==> config.mk <==
export PLATFORM = sky130hd
export DESIGN_NAME = multicycle_ctrl_fsm_flat
export DESIGN_NICKNAME = d
export VERILOG_FILES = /design/src/rtl/multicycle_ctrl_pkg.sv /design/src/rtl/multicycle_ctrl_fsm_if.sv /design/src/rtl/mc_ctrl_out_decode.sv /design/src/rtl/multicycle_ctrl_fsm.sv /design/src/flat_wrapper.sv
export SDC_FILE = /design/constraint.sdc
export NUM_CORES = 1
export LEC_CHECK = 0
export ABC_AREA = 1
export ABC_CLOCK_PERIOD_IN_PS = 1800
export CAP_MARGIN = 20
export CORE_MARGIN = 4
export CORE_UTILIZATION = 51
export CTS_BUF_LIST = sky130_fd_sc_hd__clkbuf_4 sky130_fd_sc_hd__clkbuf_8
export CTS_CLUSTER_DIAMETER = 30
export DETAILED_ROUTE_END_ITERATION = 6
export PLACE_DENSITY = 0.82
export SLEW_MARGIN = 5
export SYNTH_ARGS = -nofsm -noshare
export SYNTH_HDL_FRONTEND = slang
export SYNTH_SLANG_ARGS = --single-unit
==> constraint.sdc <==
create_clock -name clk -period 1.8 [get_ports clk]
set_input_delay 0.54 -clock clk [delete_from_list [all_inputs] [get_ports clk]]
set_output_delay 0.54 -clock clk [all_outputs]
set_load 0.03 [all_outputs]
==> src/rtl/multicycle_ctrl_pkg.sv <==
// Shared definitions for the multi-cycle RISC-V main controller.
// Holds the state encoding, the opcodes the controller understands, the
// datapath select/ALU-class encodings and the control-vector struct that the
// output decoder hands back to the FSM.
package multicycle_ctrl_pkg;

    // State codes are visible on state_dbg, so the values are fixed.
    typedef enum logic [3:0] {
        S_FETCH   = 4'd0,
        S_DECODE  = 4'd1,
        S_MEMADR  = 4'd2,
        S_MEMREAD = 4'd3,
        S_MEMWB   = 4'd4,
        S_MEMWR   = 4'd5,
        S_EXEC_R  = 4'd6,
        S_ALUWB   = 4'd7,
        S_EXEC_I  = 4'd8,
        S_JAL     = 4'd9,
        S_BEQ     = 4'd10,
        S_TRAP    = 4'd11
    } state_t;

    localparam logic [6:0] OP_LW  = 7'b0000011;
    localparam logic [6:0] OP_SW  = 7'b0100011;
    localparam logic [6:0] OP_R   = 7'b0110011;
    localparam logic [6:0] OP_I   = 7'b0010011;
    localparam logic [6:0] OP_JAL = 7'b1101111;
    localparam logic [6:0] OP_BEQ = 7'b1100011;

    typedef enum logic [1:0] {
        ALU_ADD   = 2'b00,
        ALU_SUB   = 2'b01,
        ALU_FUNCT = 2'b10
    } alu_op_t;

    typedef enum logic [1:0] {
        RES_ALUOUT    = 2'b00,
        RES_MEMDATA   = 2'b01,
        RES_ALURESULT = 2'b10
    } result_src_t;

    typedef enum logic [1:0] {
        SRCA_PC    = 2'b00,
        SRCA_OLDPC = 2'b01,
        SRCA_RS1   = 2'b10
    } src_a_t;

    typedef enum logic [1:0] {
        SRCB_RS2  = 2'b00,
        SRCB_IMM  = 2'b01,
        SRCB_FOUR = 2'b10
    } src_b_t;

    // Per-state control vector. needs_ready marks strobes (ir_write,
    // pc_update) that only fire once memory completes the access.
    typedef struct packed {
        logic        pc_update;
        logic        needs_ready;
        logic        branch;
        logic        adr_src;
        logic        mem_write;
        logic        ir_write;
        logic        reg_write;
        logic        illegal;
        result_src_t result_src;
        src_a_t      alu_src_a;
        src_b_t      alu_src_b;
        alu_op_t     alu_op;
    } ctrl_t;

    localparam ctrl_t CTRL_IDLE = '{
        pc_update:   1'b0,
        needs_ready: 1'b0,
        branch:      1'b0,
        adr_src:     1'b0,
        mem_write:   1'b0,
        ir_write:    1'b0,
        reg_write:   1'b0,
        illegal:     1'b0,
        result_src:  RES_ALUOUT,
        alu_src_a:   SRCA_PC,
        alu_src_b:   SRCB_RS2,
        alu_op:      ALU_ADD
    };

endpackage

==> src/rtl/multicycle_ctrl_fsm_if.sv <==
// Controller <-> datapath bundle.
//   master (controller): reads opcode, zero, mem_ready; drives the write
//                        enables, mux selects and the ALU op class.
//   slave  (datapath)  : the mirror image.
interface multicycle_ctrl_fsm_if;

    logic [6:0] opcode;
    logic       zero;
    logic       mem_ready;
    logic       pc_write;
    logic       adr_src;
    logic       mem_write;
    logic       ir_write;
    logic       reg_write;
    logic [1:0] result_src;
    logic [1:0] alu_src_a;
    logic [1:0] alu_src_b;
    logic [1:0] alu_op;

    modport master (
        input  opcode, zero, mem_ready,
        output pc_write, adr_src, mem_write, ir_write, reg_write,
               result_src, alu_src_a, alu_src_b, alu_op
    );

    modport slave (
        output opcode, zero, mem_ready,
        input  pc_write, adr_src, mem_write, ir_write, reg_write,
               result_src, alu_src_a, alu_src_b, alu_op
    );

endinterface

==> src/rtl/mc_ctrl_out_decode.sv <==
// Moore output table: current state -> control vector. Purely combinational.
//   state : current controller state
//   ctrl  : control vector for that state (unused codes give all-idle)
module mc_ctrl_out_decode
    import multicycle_ctrl_pkg::*;
(
    input  state_t state,
    output ctrl_t  ctrl
);

    always_comb begin
        // NOTE: every field gets a default before the case, so no path
        // leaves a field unassigned and no latch is inferred.
        ctrl = CTRL_IDLE;
        case (state)
            S_FETCH: begin
                ctrl.alu_src_b   = SRCB_FOUR;
                ctrl.result_src  = RES_ALURESULT;
                ctrl.ir_write    = 1'b1;
                ctrl.pc_update   = 1'b1;
                ctrl.needs_ready = 1'b1;
            end
            S_DECODE: begin
                // Precompute the branch target while the opcode is decoded.
                ctrl.alu_src_a = SRCA_OLDPC;
                ctrl.alu_src_b = SRCB_IMM;
            end
            S_MEMADR: begin
                ctrl.alu_src_a = SRCA_RS1;
                ctrl.alu_src_b = SRCB_IMM;
            end
            S_MEMREAD: ctrl.adr_src = 1'b1;
            S_MEMWB: begin
                ctrl.result_src = RES_MEMDATA;
                ctrl.reg_write  = 1'b1;
            end
            S_MEMWR: begin
                ctrl.adr_src   = 1'b1;
                ctrl.mem_write = 1'b1;
            end
            S_EXEC_R: begin
                ctrl.alu_src_a = SRCA_RS1;
                ctrl.alu_op    = ALU_FUNCT;
            end
            S_ALUWB: ctrl.reg_write = 1'b1;
            S_EXEC_I: begin
                ctrl.alu_src_a = SRCA_RS1;
                ctrl.alu_src_b = SRCB_IMM;
                ctrl.alu_op    = ALU_FUNCT;
            end
            S_JAL: begin
                // Computes the link value OldPC+4; the target came from DECODE.
                ctrl.alu_src_a = SRCA_OLDPC;
                ctrl.alu_src_b = SRCB_FOUR;
                ctrl.pc_update = 1'b1;
            end
            S_BEQ: begin
                ctrl.alu_src_a = SRCA_RS1;
                ctrl.alu_op    = ALU_SUB;
                ctrl.branch    = 1'b1;
            end
            S_TRAP:  ctrl.illegal = 1'b1;
            default: ctrl = CTRL_IDLE;
        endcase
    end

endmodule

==> src/rtl/multicycle_ctrl_fsm.sv <==
// Main control FSM of the multi-cycle RISC-V core.
//   clk       : system clock, rising edge
//   rst       : asynchronous active-low reset
//   bus       : controller side of the datapath bundle (master modport)
//   state_dbg : current state code
//   illegal   : high while trapped on an unsupported opcode
//   instret   : retired-instruction count, wraps modulo 2^CNT_W
module multicycle_ctrl_fsm
    import multicycle_ctrl_pkg::*;
#(
    parameter int unsigned CNT_W = 32
) (
    input  logic                    clk,
    input  logic                    rst,
    multicycle_ctrl_fsm_if.master   bus,
    output logic [3:0]              state_dbg,
    output logic                    illegal,
    output logic [CNT_W-1:0]        instret
);

    state_t           state_q;
    state_t           state_d;
    ctrl_t            ctrl;
    logic             retire;
    logic [CNT_W-1:0] instret_q;

    always_ff @(posedge clk or negedge rst) begin
        // NOTE: sequential state uses non-blocking assignments so every
        // register samples pre-edge values regardless of statement order.
        if (!rst) begin
            state_q   <= S_FETCH;
            instret_q <= '0;
        end else begin
            state_q <= state_d;
            if (retire) begin
                instret_q <= instret_q + CNT_W'(1);
            end
        end
    end

    always_comb begin
        state_d = S_FETCH;
        case (state_q)
            S_FETCH:   state_d = bus.mem_ready ? S_DECODE : S_FETCH;
            S_DECODE: begin
                case (bus.opcode)
                    OP_LW, OP_SW: state_d = S_MEMADR;
                    OP_R:         state_d = S_EXEC_R;
                    OP_I:         state_d = S_EXEC_I;
                    OP_JAL:       state_d = S_JAL;
                    OP_BEQ:       state_d = S_BEQ;
                    default:      state_d = S_TRAP;
                endcase
            end
            S_MEMADR: begin
                // Only LW/SW reach here; anything else means a corrupted IR.
                if (bus.opcode == OP_LW) begin
                    state_d = S_MEMREAD;
                end else if (bus.opcode == OP_SW) begin
                    state_d = S_MEMWR;
                end else begin
                    state_d = S_TRAP;
                end
            end
            S_MEMREAD: state_d = bus.mem_ready ? S_MEMWB : S_MEMREAD;
            S_MEMWB:   state_d = S_FETCH;
            S_MEMWR:   state_d = bus.mem_ready ? S_FETCH : S_MEMWR;
            S_EXEC_R:  state_d = S_ALUWB;
            S_EXEC_I:  state_d = S_ALUWB;
            S_JAL:     state_d = S_ALUWB;
            S_ALUWB:   state_d = S_FETCH;
            S_BEQ:     state_d = S_FETCH;
            S_TRAP:    state_d = S_TRAP;
            default:   state_d = S_FETCH;
        endcase
    end

    // An instruction retires on the edge that returns to FETCH from a
    // completing state; a stalled store retires only when memory accepts it.
    assign retire = (state_q == S_MEMWB) || (state_q == S_ALUWB) ||
                    (state_q == S_BEQ)   ||
                    ((state_q == S_MEMWR) && bus.mem_ready);

    mc_ctrl_out_decode u_out_decode (
        .state (state_q),
        .ctrl  (ctrl)
    );

    // Write enables are gated by rst directly so they drop the instant reset
    // asserts, even though FETCH would otherwise raise ir_write/pc_write.
    assign bus.pc_write  = rst & ((ctrl.pc_update & (bus.mem_ready | ~ctrl.needs_ready)) |
                                  (ctrl.branch & bus.zero));
    assign bus.ir_write  = rst & ctrl.ir_write & (bus.mem_ready | ~ctrl.needs_ready);
    assign bus.mem_write = rst & ctrl.mem_write;
    assign bus.reg_write = rst & ctrl.reg_write;

    assign bus.adr_src    = ctrl.adr_src;
    assign bus.result_src = ctrl.result_src;
    assign bus.alu_src_a  = ctrl.alu_src_a;
    assign bus.alu_src_b  = ctrl.alu_src_b;
    assign bus.alu_op     = ctrl.alu_op;

    assign state_dbg = state_q;
    assign illegal   = ctrl.illegal;
    assign instret   = instret_q;

endmodule

==> src/flat_wrapper.sv <==
// flat-port wrapper written by rule: the top's interface ports become plain ports
module multicycle_ctrl_fsm_flat import multicycle_ctrl_pkg::*;
#(
    parameter int unsigned CNT_W = 32
)
  (clk, rst, state_dbg, illegal, instret, bus_opcode, bus_zero, bus_mem_ready, bus_pc_write, bus_adr_src, bus_mem_write, bus_ir_write, bus_reg_write, bus_result_src, bus_alu_src_a, bus_alu_src_b, bus_alu_op);
  multicycle_ctrl_fsm_if bus_i ();
  input  logic clk;
  input  logic rst;
  output logic [3:0] state_dbg;
  output logic illegal;
  output logic [CNT_W-1:0] instret;
  input wire logic [$bits(bus_i.opcode)-1:0] bus_opcode;
  input wire logic [$bits(bus_i.zero)-1:0] bus_zero;
  input wire logic [$bits(bus_i.mem_ready)-1:0] bus_mem_ready;
  output wire logic [$bits(bus_i.pc_write)-1:0] bus_pc_write;
  output wire logic [$bits(bus_i.adr_src)-1:0] bus_adr_src;
  output wire logic [$bits(bus_i.mem_write)-1:0] bus_mem_write;
  output wire logic [$bits(bus_i.ir_write)-1:0] bus_ir_write;
  output wire logic [$bits(bus_i.reg_write)-1:0] bus_reg_write;
  output wire logic [$bits(bus_i.result_src)-1:0] bus_result_src;
  output wire logic [$bits(bus_i.alu_src_a)-1:0] bus_alu_src_a;
  output wire logic [$bits(bus_i.alu_src_b)-1:0] bus_alu_src_b;
  output wire logic [$bits(bus_i.alu_op)-1:0] bus_alu_op;
  assign bus_i.opcode = bus_opcode;
  assign bus_i.zero = bus_zero;
  assign bus_i.mem_ready = bus_mem_ready;
  assign bus_pc_write = bus_i.pc_write;
  assign bus_adr_src = bus_i.adr_src;
  assign bus_mem_write = bus_i.mem_write;
  assign bus_ir_write = bus_i.ir_write;
  assign bus_reg_write = bus_i.reg_write;
  assign bus_result_src = bus_i.result_src;
  assign bus_alu_src_a = bus_i.alu_src_a;
  assign bus_alu_src_b = bus_i.alu_src_b;
  assign bus_alu_op = bus_i.alu_op;
  multicycle_ctrl_fsm #(.CNT_W(CNT_W)) u_core (.clk(clk), .rst(rst), .bus(bus_i), .state_dbg(state_dbg), .illegal(illegal), .instret(instret));
endmodule
== Word-level counts from Yosys, hierarchy flattened ==
Cells that the tools add are included.

* Register bits after elaboration: 36
* Bits of input ports: 11
* Output and inout bits: 50
* Word-level logic and storage cells: 62

* Add/subtract/negate cells: 1
* Eq/ne operators: 17
* Muxes and demuxes: 18
* Bitwise operators: 10
* Reduce and logical (&&, ||, !) cells: 14

{| class="wikitable"
|+ Operators by type and width
! kind !! number
|-
| 32-bit by 1-bit adder with 32-bit output, second input constant || 1
|-
| 4-bit one-hot mux with 7 select lines || 1
|-
| 4-bit one-hot mux with 5 select lines || 1
|-
| 4-bit by 3-bit equality test with 1-bit output, second input constant || 4
|-
| 4-bit equality test, second input constant || 4
|-
| 2-bit one-hot mux with 2 select lines || 4
|-
| 7-bit by 6-bit equality test with 1-bit output, second input constant || 2
|-
| 7-bit equality test, second input constant || 2
|-
| 2-bit OR reduction || 6
|-
| 4-bit by 2-bit equality test with 1-bit output, second input constant || 2
|-
| 1-bit two-way mux || 8
|-
| 4-bit two-way mux || 2
|-
| 1-bit AND || 7
|-
| 7-bit by 2-bit equality test with 1-bit output, second input constant || 1
|-
| 7-bit by 5-bit equality test with 1-bit output, second input constant || 1
|-
| 3-bit two-way mux || 2
|-
| 3-bit OR reduction || 2
|-
| 4-bit by 1-bit equality test with 1-bit output, second input constant || 1
|-
| 4-bit logical NOT || 1
|-
| 4-bit OR reduction || 1
|-
| 1-bit logical OR || 3
|-
| 1-bit OR || 2
|-
| 1-bit logical AND || 1
|-
| 1-bit NOT || 1
|}

== Longest topological paths before layout ==
Gate-level depths: netlist of run 1.

* Word-level depth: 7
* Depth in mapped cells: 10
* Mapped depth without buffers: 10

== Hierarchy ==
From an unflattened synthesis of run 1, not the netlist that was laid out.

* Cells, all modules: 403
* Area total of the unflattened synthesis: 2538.7 µm²

{| class="wikitable"
|+ Modules (own cells, without submodules)
! module !! instances !! cells an instance !! area an instance (µm²)
|-
| multicycle_ctrl_fsm || 1 || 368 || 2373.5
|-
| mc_ctrl_out_decode || 1 || 35 || 165.2
|}

== Least setup slack after synthesis of run 1 ==
Ideal clock, no wire load.

* Path type: register -> output
* Start point: reg u_core.state_q[1], in the netlist u_core.state_dbg[1]
* End point: out bus_pc_write
* Data arrival time: 1.998 ns
* Data required time: 1.260 ns
* Setup slack: -0.738 ns
* Stages on the path, launching flop included: 6
* Path buffers: 0
* Cells stage by stage: dfrtp_1 nor2_1 inv_1 nor2_1 nand2_1 a31oi_1

* Word-level cells in the longest chain between the ends: 7
* Elaborated cells between the ends (all ways): 13

{| class="wikitable"
|+ RTL lines
! what !! RTL line !! source
|-
| start, declared || multicycle_ctrl_fsm.sv:21 || <nowiki>state_t state_q;</nowiki>
|-
| start signal, assigned || multicycle_ctrl_fsm.sv:34 || <nowiki>state_q <= state_d;</nowiki>
|-
| 4-bit logical NOT || mc_ctrl_out_decode.sv:15 || <nowiki>case (state)</nowiki>
|-
| 1-bit two-way mux || mc_ctrl_out_decode.sv:15 ||
|-
| 1-bit NOT || multicycle_ctrl_fsm.sv:91 || <nowiki>assign bus.pc_write = rst & ((ctrl.pc_update & (bus.mem_ready | ~ctrl.needs_ready)) |</nowiki>
|-
| 1-bit OR || multicycle_ctrl_fsm.sv:91 ||
|-
| 1-bit AND || multicycle_ctrl_fsm.sv:91 ||
|-
| 1-bit OR (*) || multicycle_ctrl_fsm.sv:91 ||
|-
| 1-bit AND (*) || multicycle_ctrl_fsm.sv:91 ||
|-
| end, declared || flat_wrapper.sv:16 || <nowiki>output wire logic [$bits(bus_i.pc_write)-1:0] bus_pc_write;</nowiki>
|}

Every way passes the cells marked *; elsewhere a longest branch is shown, timed or not.

== Worst setup path in the final report of run 1 ==
* Start point: reg u_core.state_q[2], in the netlist u_core.state_dbg[2]
* End point: out bus_pc_write

The elaborated chain is that of the path after synthesis.

==> metrics.md, run 1 <==
| Metric | Value |
|---|---|
| Status | finished, violations left |
| Failing checks | negative setup slack |
| Final Hold Vio Count | 0 |
| Die Area | 6042 µm² |
| Final hold slack | 293.4 ps |
| Drt pass-1 iters | 6 |
| Die X | between 70 and 80 µm |
| Final net count | 510 |
| Commonest non-fill, non-tap cell in the layout | nand2_1 |
| RSZ-0062 raised after global routing | yes |
| Worst Tran Pin Value | between 400 and 500 ps |
| Clock buffer depth | 2 |
| Delay-heaviest family, CP | flip-flops |
| DRT Wirelength | around 8500 µm |
| Final min period | 2074 ps |
| Routed len/inst | around 15 µm |
| Hold Path Class | in2async |
| Post-CTS Hold Buffers | 0 |
| Routability Congestion | 0.9296 |
| Netlist Area Pre-Place | 2480 µm² |
| Post-route cell area | 3734 µm² |
| Placed cell areas | 3364 µm² |
| Antenna cells | 0 |
| Vias | 3017 |
| Rows | 25 |
| WP buf/inv | 2 |
| Fmax | 0.4823 GHz |
| Max_slew headroom | 0.6938 |
| YS warnings | 0 |
| Share of cells above drive strength 1 | 0.2265 |
| Max-Cap Viols | 0 |
| Layout fillers | 334 |
| CTS tree | yes |
| Yosys cell types | 26 |
| Die H | 77.73 µm |
| Vias in the first global route | 2734 |
| Tot GR Track Use | 0.2579 |
| Final WS setup | -273.6 ps |
| Total gr overflow | 0 |
| Top-area cell type share of the netlist area | 0.3633 |
| VDD IR max | between 1 and 1.5 mV |
| Setup CP Type | reg2out |
| FF+latch count, synth | 36 |
| Setup Total Neg Slack | -2398 ps |
| Most frequent CP cell | nand2_2 |
| Synth Area per Inst | 6.294 µm² |
| Area grow syn2layout | 50.55% |
| Finish-stage setup viols | 14 |
| Initial Util | 0.5250 |
| Seq/Total Area, Yosys | 0.3633 |
| Initial drt markers | 257 |
| Startpoint types | flop |
| Drt drc | 0 |
| Clock sink count | 36 |
| Largest net degree at the start of global routing | 37 |
| Tcrit/Tclk final | 1.152 |
| Number of CTS-inserted buffers | 5 |
| First-pass GRT wire length | 12480 µm |
| CORE AREA | 4723 µm² |
| Synth area leader | dfrtp_1 |
| Root Driver | clkbuf_8 |
| Crit path max fanout | 4 |
| Critical Path RT | 1260 ps |
| Worst skew pair latency | 300 ps |
| Routed Antenna Nets | 0 |
| Crit path largest cell delay | around 470 ps |
| Clock Pin Slew Worst Setup and Hold Paths | approximately 80 ps |
| I/O pins | 61 |
| Top post-synthesis cells by area | dfrtp_1, nand2_1, nor2_1, inv_1, nand3_1 |
| Setup crit end kind | primary output |
| Crit-path slowest cell | dfrtp_2 |
| Skew final | 11.94 ps |
| Post-Syn Instances | between 300 and 400 |
| Port Buffer Count | 60 |
| P per Cell Area | roughly 1200 nW/µm² |
| LEAKAGE | 1.828 nW |
| Crit path DAT | 1530 ps |
| Post-synthesis net count | 406 |
| H-Tree Depth | 2 |
| Commonest cells after routing, fill and taps aside | nand2_1, nor2_1, dlygate4sd2_1, buf_4, inv_1 |
| Initial antenna violation count | 0 |
| Detailed placer's ending HPWL | approximately 5400 µm |
| Via density | roughly 5.3 |
| Cells along the critical path | nor2_4 > nand2_2 > inv_2 > nand2_2 > a31oi_4 > buf_6 |
| Max-slew violations | 0 |
==> cells in the mapped netlist <==
master / count
nand2_1: 161
nor2_1: 66
inv_1: 43
dfrtp_1: 36
nand3_1: 23
nand4_1: 11
xor2_1: 10
o21ai_0: 7
xnor2_1: 7
nand2_2: 4
nor3_1: 4
inv_2: 3
nor2_2: 3
buf_2: 2
buf_4: 2
o211ai_1: 2
a21oi_1: 1
a31oi_1: 1
and2_1: 1
buf_6: 1
ha_1: 1
nand3_2: 1
nand3b_1: 1
nor2_4: 1
nor3b_1: 1
o21ai_1: 1
==> worst paths after layout <==
| path | startpoint | end | slack, ps | cells past startpoint |
|---|---|---|---|---|
| worst max-delay path | u_core.state_dbg[2] | bus_pc_write | -270 | 6 |
| worst min-delay path | rst | u_core.instret[16] | 290 | 2 |
| worst max register to register | u_core.instret[0] | u_core.instret[28] | 30 | 10 |
| worst min register to register | u_core.instret[3] | u_core.instret[3] | 520 | 1 |
| max in group asynchronous | rst | u_core.state_dbg[3] | 1170 | 2 |
| min in group clk | u_core.instret[3] | u_core.instret[3] | 520 | 1 |
==> metrics by stage <==
step	utilization	power, mW	worst slack, ps	std cells
after floorplan	-	2.282	-106.7	394
after global placement	0.7123	3.029	-247.4	542
after detailed placement	0.7123	3.063	-259.3	542
after CTS	0.7560	4.008	-172.3	556
after global routing	0.7905	4.651	-320.8	566
final	0.7905	4.476	-273.6	566
==> cell type report <==
class	instances	area, µm²	area share
clock buffers	6	76.32	0.02044
clock inverters	2	35.03	0.009383
inverters	46	180.2	0.04826
multi-input cells	307	1534	0.4109
flip-flops and latches	36	905.9	0.2426
well taps	67	83.83	0.02245
repair buffers	102	918.4	0.2460
==> per-layer routing <==
layer,global-route usage,vias up,part of all wire
met5,0,-,0
met4,0.09609,0,0.034
met3,0.04408,27,0.081
met2,0.4469,164,0.50
met1,0.3189,1400,0.39
li1,-,1426,-
==> cells by family (layout without fill, tap and decap cells) <==
group,after synthesis,count (layout),share of synthesized area
and+or+nand+nor,277,277,0.4607
buffers and inverters,51,156,0.08425
DFF,36,36,0.3633
xor gates and xnor gates,17,17,0.06004
AOI/OAI and AO/OA,12,12,0.02674
adders and majority gates,1,1,0.005045
==> worst reg2reg max path: cells and delay by family (launching register included) <==
kind / cells / cell delay (ps)
AND/OR/NAND/NOR: 7 / 950
flip-flops: 1 / 430
adder cells (fa/ha/maj): 1 / 190
buffers and inverters: 2 / 120
==> flip-flops by register name, summed over array words and instances, names as in the netlist <==
name,flops
u_core.instret,32
u_core.state_dbg,4
==> power by group <==
| part | internal (mW) | total [mW] | switching (mW) |
|---|---|---|---|
| Sequential | 0.920 | 1.07 | 0.150 |
| Combinational | 1.06 | 2.67 | 1.61 |
| Clock | 0.426 | 0.738 | 0.312 |
==> repair_timing <==
| action | in CTS | in global routing |
|---|---|---|
| setup endpoints to repair | 49 | 23 |
| pin swaps | 7 | 8 |
| resized for setup | 69 | 21 |
| endpoints found under the hold margin | 0 | 0 |
| buffers inserted | 6 | 10 |
Note: power is estimated with default switching activity, not from simulation.
==> run 2: changes to the inputs <==
--- a/config.mk
+++ b/config.mk
@@ -14,7 +14,7 @@
 export CTS_CLUSTER_DIAMETER = 30
 export DETAILED_ROUTE_END_ITERATION = 6
 export PLACE_DENSITY = 0.82
-export SLEW_MARGIN = 5
+export SLEW_MARGIN = 25
 export SYNTH_ARGS = -nofsm -noshare
 export SYNTH_HDL_FRONTEND = slang
 export SYNTH_SLANG_ARGS = --single-unit
==> results of run 2 <==
No change in the layout: final DEF, timing and power equal those of run 1.
==> run 3: changes to the inputs <==
--- a/config.mk
+++ b/config.mk
@@ -6,7 +6,7 @@
 export NUM_CORES = 1
 export LEC_CHECK = 0
 export ABC_AREA = 1
-export ABC_CLOCK_PERIOD_IN_PS = 1800
+export ABC_CLOCK_PERIOD_IN_PS = 2000
 export CAP_MARGIN = 20
 export CORE_MARGIN = 4
 export CORE_UTILIZATION = 51
==> constraint.sdc (replaced) <==
create_clock -name clk -period 2 [get_ports clk]
set_input_delay 0.6 -clock clk [delete_from_list [all_inputs] [get_ports clk]]
set_output_delay 0.6 -clock clk [all_outputs]
set_load 0.03 [all_outputs]
==> metrics.md, run 3 (synthesis results as in run 1) <==
| Metric | Value |
|---|---|
| Detailed placer's ending HPWL | 5126 µm (was 5431 µm) |
| Total gr overflow | 0 (unchanged) |
| Final WS setup | -144.5 ps (was -273.6 ps) |
| Cells along the critical path | inv_4 > nand2_2 > nor2_1 > nor2_1 > nand2_1 > buf_4 (was nor2_4 > nand2_2 > inv_2 > nand2_2 > a31oi_4 > buf_6) |
| Placed cell areas | 3211 µm² (was 3364 µm²) |
| Final Util | 0.7184 (was 0.7905) |
| Crit-path slowest cell | dfrtp_2 (unchanged) |
| Max FFs per register | 32 (unchanged) |
| Skew final | 10.46 ps (was 11.94 ps) |
| CTS tree | yes (unchanged) |
| Final min period | 2144 ps |
| Initial drt markers | 155 (was 257) |
| Worst Tran Pin Value | 474.0 ps (was 459.2 ps) |
| Routability Congestion | 0.9392 (was 0.9296) |
| Max_slew headroom | 0.6840 (was 0.6938) |
| Final Non-Filler Cells | 538 (was 566) |
| Startpoint types | flop (unchanged) |
| Status | finished, violations left (unchanged) |
| Via density | 5.191 (was 5.330) |
| Tot GR Track Use | 0.2438 (was 0.2579) |
| Post-route cell area | 3393 µm² (was 3734 µm²) |
| Root Driver | clkbuf_8 (unchanged) |
| Initial antenna violation count | 0 (unchanged) |
| Vias | 2793 (was 3017) |
| Die H | 77.73 µm (unchanged) |
| Final Hold Vio Count | 0 (unchanged) |
| Die X | 77.73 µm (unchanged) |
| Final net count | 482 (was 510) |
| Max-slew violations | 0 (unchanged) |
| DRT Wirelength | 7065 µm (was 8459 µm) |
| Most frequent CP cell | nor2_1 (was nand2_2) |
| Routed Antenna Nets | 0 (unchanged) |
| Finish-stage setup viols | 7 (was 14) |
| Clock Pin Slew Worst Setup and Hold Paths | 80 ps (about the same) |
| Rows | 25 (unchanged) |
| P per Cell Area | 997.8 nW/µm² (was 1199 nW/µm²) |
| Setup crit end kind | primary output (unchanged) |
| Worst skew pair latency | 310 ps (was 300 ps) |
| Max-Cap Viols | 0 (unchanged) |
| Vias in the first global route | 2614 (was 2734) |
| Met3 GRT Util | 0.04872 (was 0.04408) |
| Met2 Track Usage GR | 0.4092 (was 0.4469) |
| CORE AREA | 4723 µm² (unchanged) |
| Crit path DAT | 1540 ps (was 1530 ps) |
| First-pass GRT wire length | 11760 µm (was 12480 µm) |
| Routed len/inst | 13.13 µm (was 14.95 µm) |
| Critical Path RT | 1400 ps (was 1260 ps) |
| Drt pass-1 iters | 5 (was 6) |
| Crit path largest cell delay | 460 ps (was 470 ps) |
| Largest net degree at the start of global routing | 37 (unchanged) |
| Clock sink count | 36 (unchanged) |
| Number of CTS-inserted buffers | 5 (unchanged) |
| Grt peak-use layer | met2 (unchanged) |
| Tcrit/Tclk final | 1.072 |
| LEAKAGE | 1.672 nW (was 1.828 nW) |
| Commonest non-fill, non-tap cell in the layout | nand2_1 (unchanged) |
| I/O pins | 61 (unchanged) |
| Share of cells above drive strength 1 | 0.1614 (was 0.2265) |
| Fmax | about 0.47 GHz |
| Commonest cells after routing, fill and taps aside | nand2_1, nor2_1, inv_1 (was nand2_1, nor2_1, dlygate4sd2_1, buf_4, inv_1) |
| RSZ-0062 raised after global routing | yes (unchanged) |
| Hold Path Class | in2async (unchanged) |
| Initial Util | 0.5250 (unchanged) |
| Antenna cells | 0 (unchanged) |
| Clock buffer depth | 2 (unchanged) |
| Setup CP Type | reg2out (unchanged) |
| Port Buffer Count | 60 (unchanged) |
| Met1 GRT Util | 0.2993 (was 0.3189) |
| Dpl cells | 523 (was 542) |
| Drt drc | 0 (unchanged) |
| Die Area | 6042 µm² (unchanged) |
| Area grow syn2layout | 36.83% (was 50.55%) |
| H-Tree Depth | 2 (unchanged) |
| VDD IR max | 0.7881 mV (was 1.204 mV) |
| Failing checks | negative setup slack (unchanged) |
| Crit path max fanout | 4 (unchanged) |
[run 3: final timing paths]
path,start,cells past startpoint,slack (ps),to
setup / recovery,u_core.state_dbg[3],6,-140,bus_alu_src_b[0]
hold / removal,rst,2,340,u_core.instret[21]
hold reg to reg,u_core.instret[4],1,520,u_core.instret[4]
min in group clk,u_core.instret[4],1,520,u_core.instret[4]
max in group asynchronous,rst,2,1290,u_core.state_dbg[2]
setup reg to reg,u_core.instret[0],10,240,u_core.instret[28]
[run 3: worst max-delay path, delay by kind of cell, from the launching register on]
family / cells / cell delay, ps
flops: 1 / 460
buf+inv: 2 / 260
simple gates: 4 / 520
[run 3: power by group]
part	total, mW	switching (mW)	internal, mW	leakage [nW]
clock network	0.541	0.295	0.247	0.0404
logic	1.88	1.21	0.673	1.15
registers	0.965	0.139	0.826	0.486
[run 3: area by class of cell]
| cell class | count | area, µm² |
|---|---|---|
| multi-input cells | 307 | 1470 |
| fillers | 382 | 1330 |
| flip-flops and latches | 36 | 904.6 |
| repair buffers | 74 | 664.4 |
| inverters | 46 | 177.7 |
| well taps | 67 | 83.83 |
| clock buffers | 5 | 68.82 |
| clock inverters | 3 | 23.77 |
[run 3: timing repair]
action / CTS / global route
setup buffers: 4 / 3
pin swaps: 1 / 5
hold buffers: 0 / 0
resized for setup: 42 / 22
setup endpoints to repair: 41 / 14
[run 3: metal layers]
metal / share of wire / up-vias
li1: - / 1371
met1: 0.41 / 1288
met2: 0.49 / 114
met3: 0.069 / 20
met4: 0.028 / 0
met5: 0 / -
[run 3: per-stage QoR]
step	setup slack [ps]	setup TNS (ps)	hold slack [ps]	power (mW)
2_1_floorplan	-52.96	-52.96	304.4	2.033
3_3_place_gp	-130.3	-191.2	505.6	2.609
3_5_place_dp	-158.5	-686.1	515.3	2.630
4_1_cts	-120.4	-378.3	347.0	3.205
5_1_grt	-234.3	-1208	384.3	3.577
6_report	-144.5	-531.6	344.6	3.386
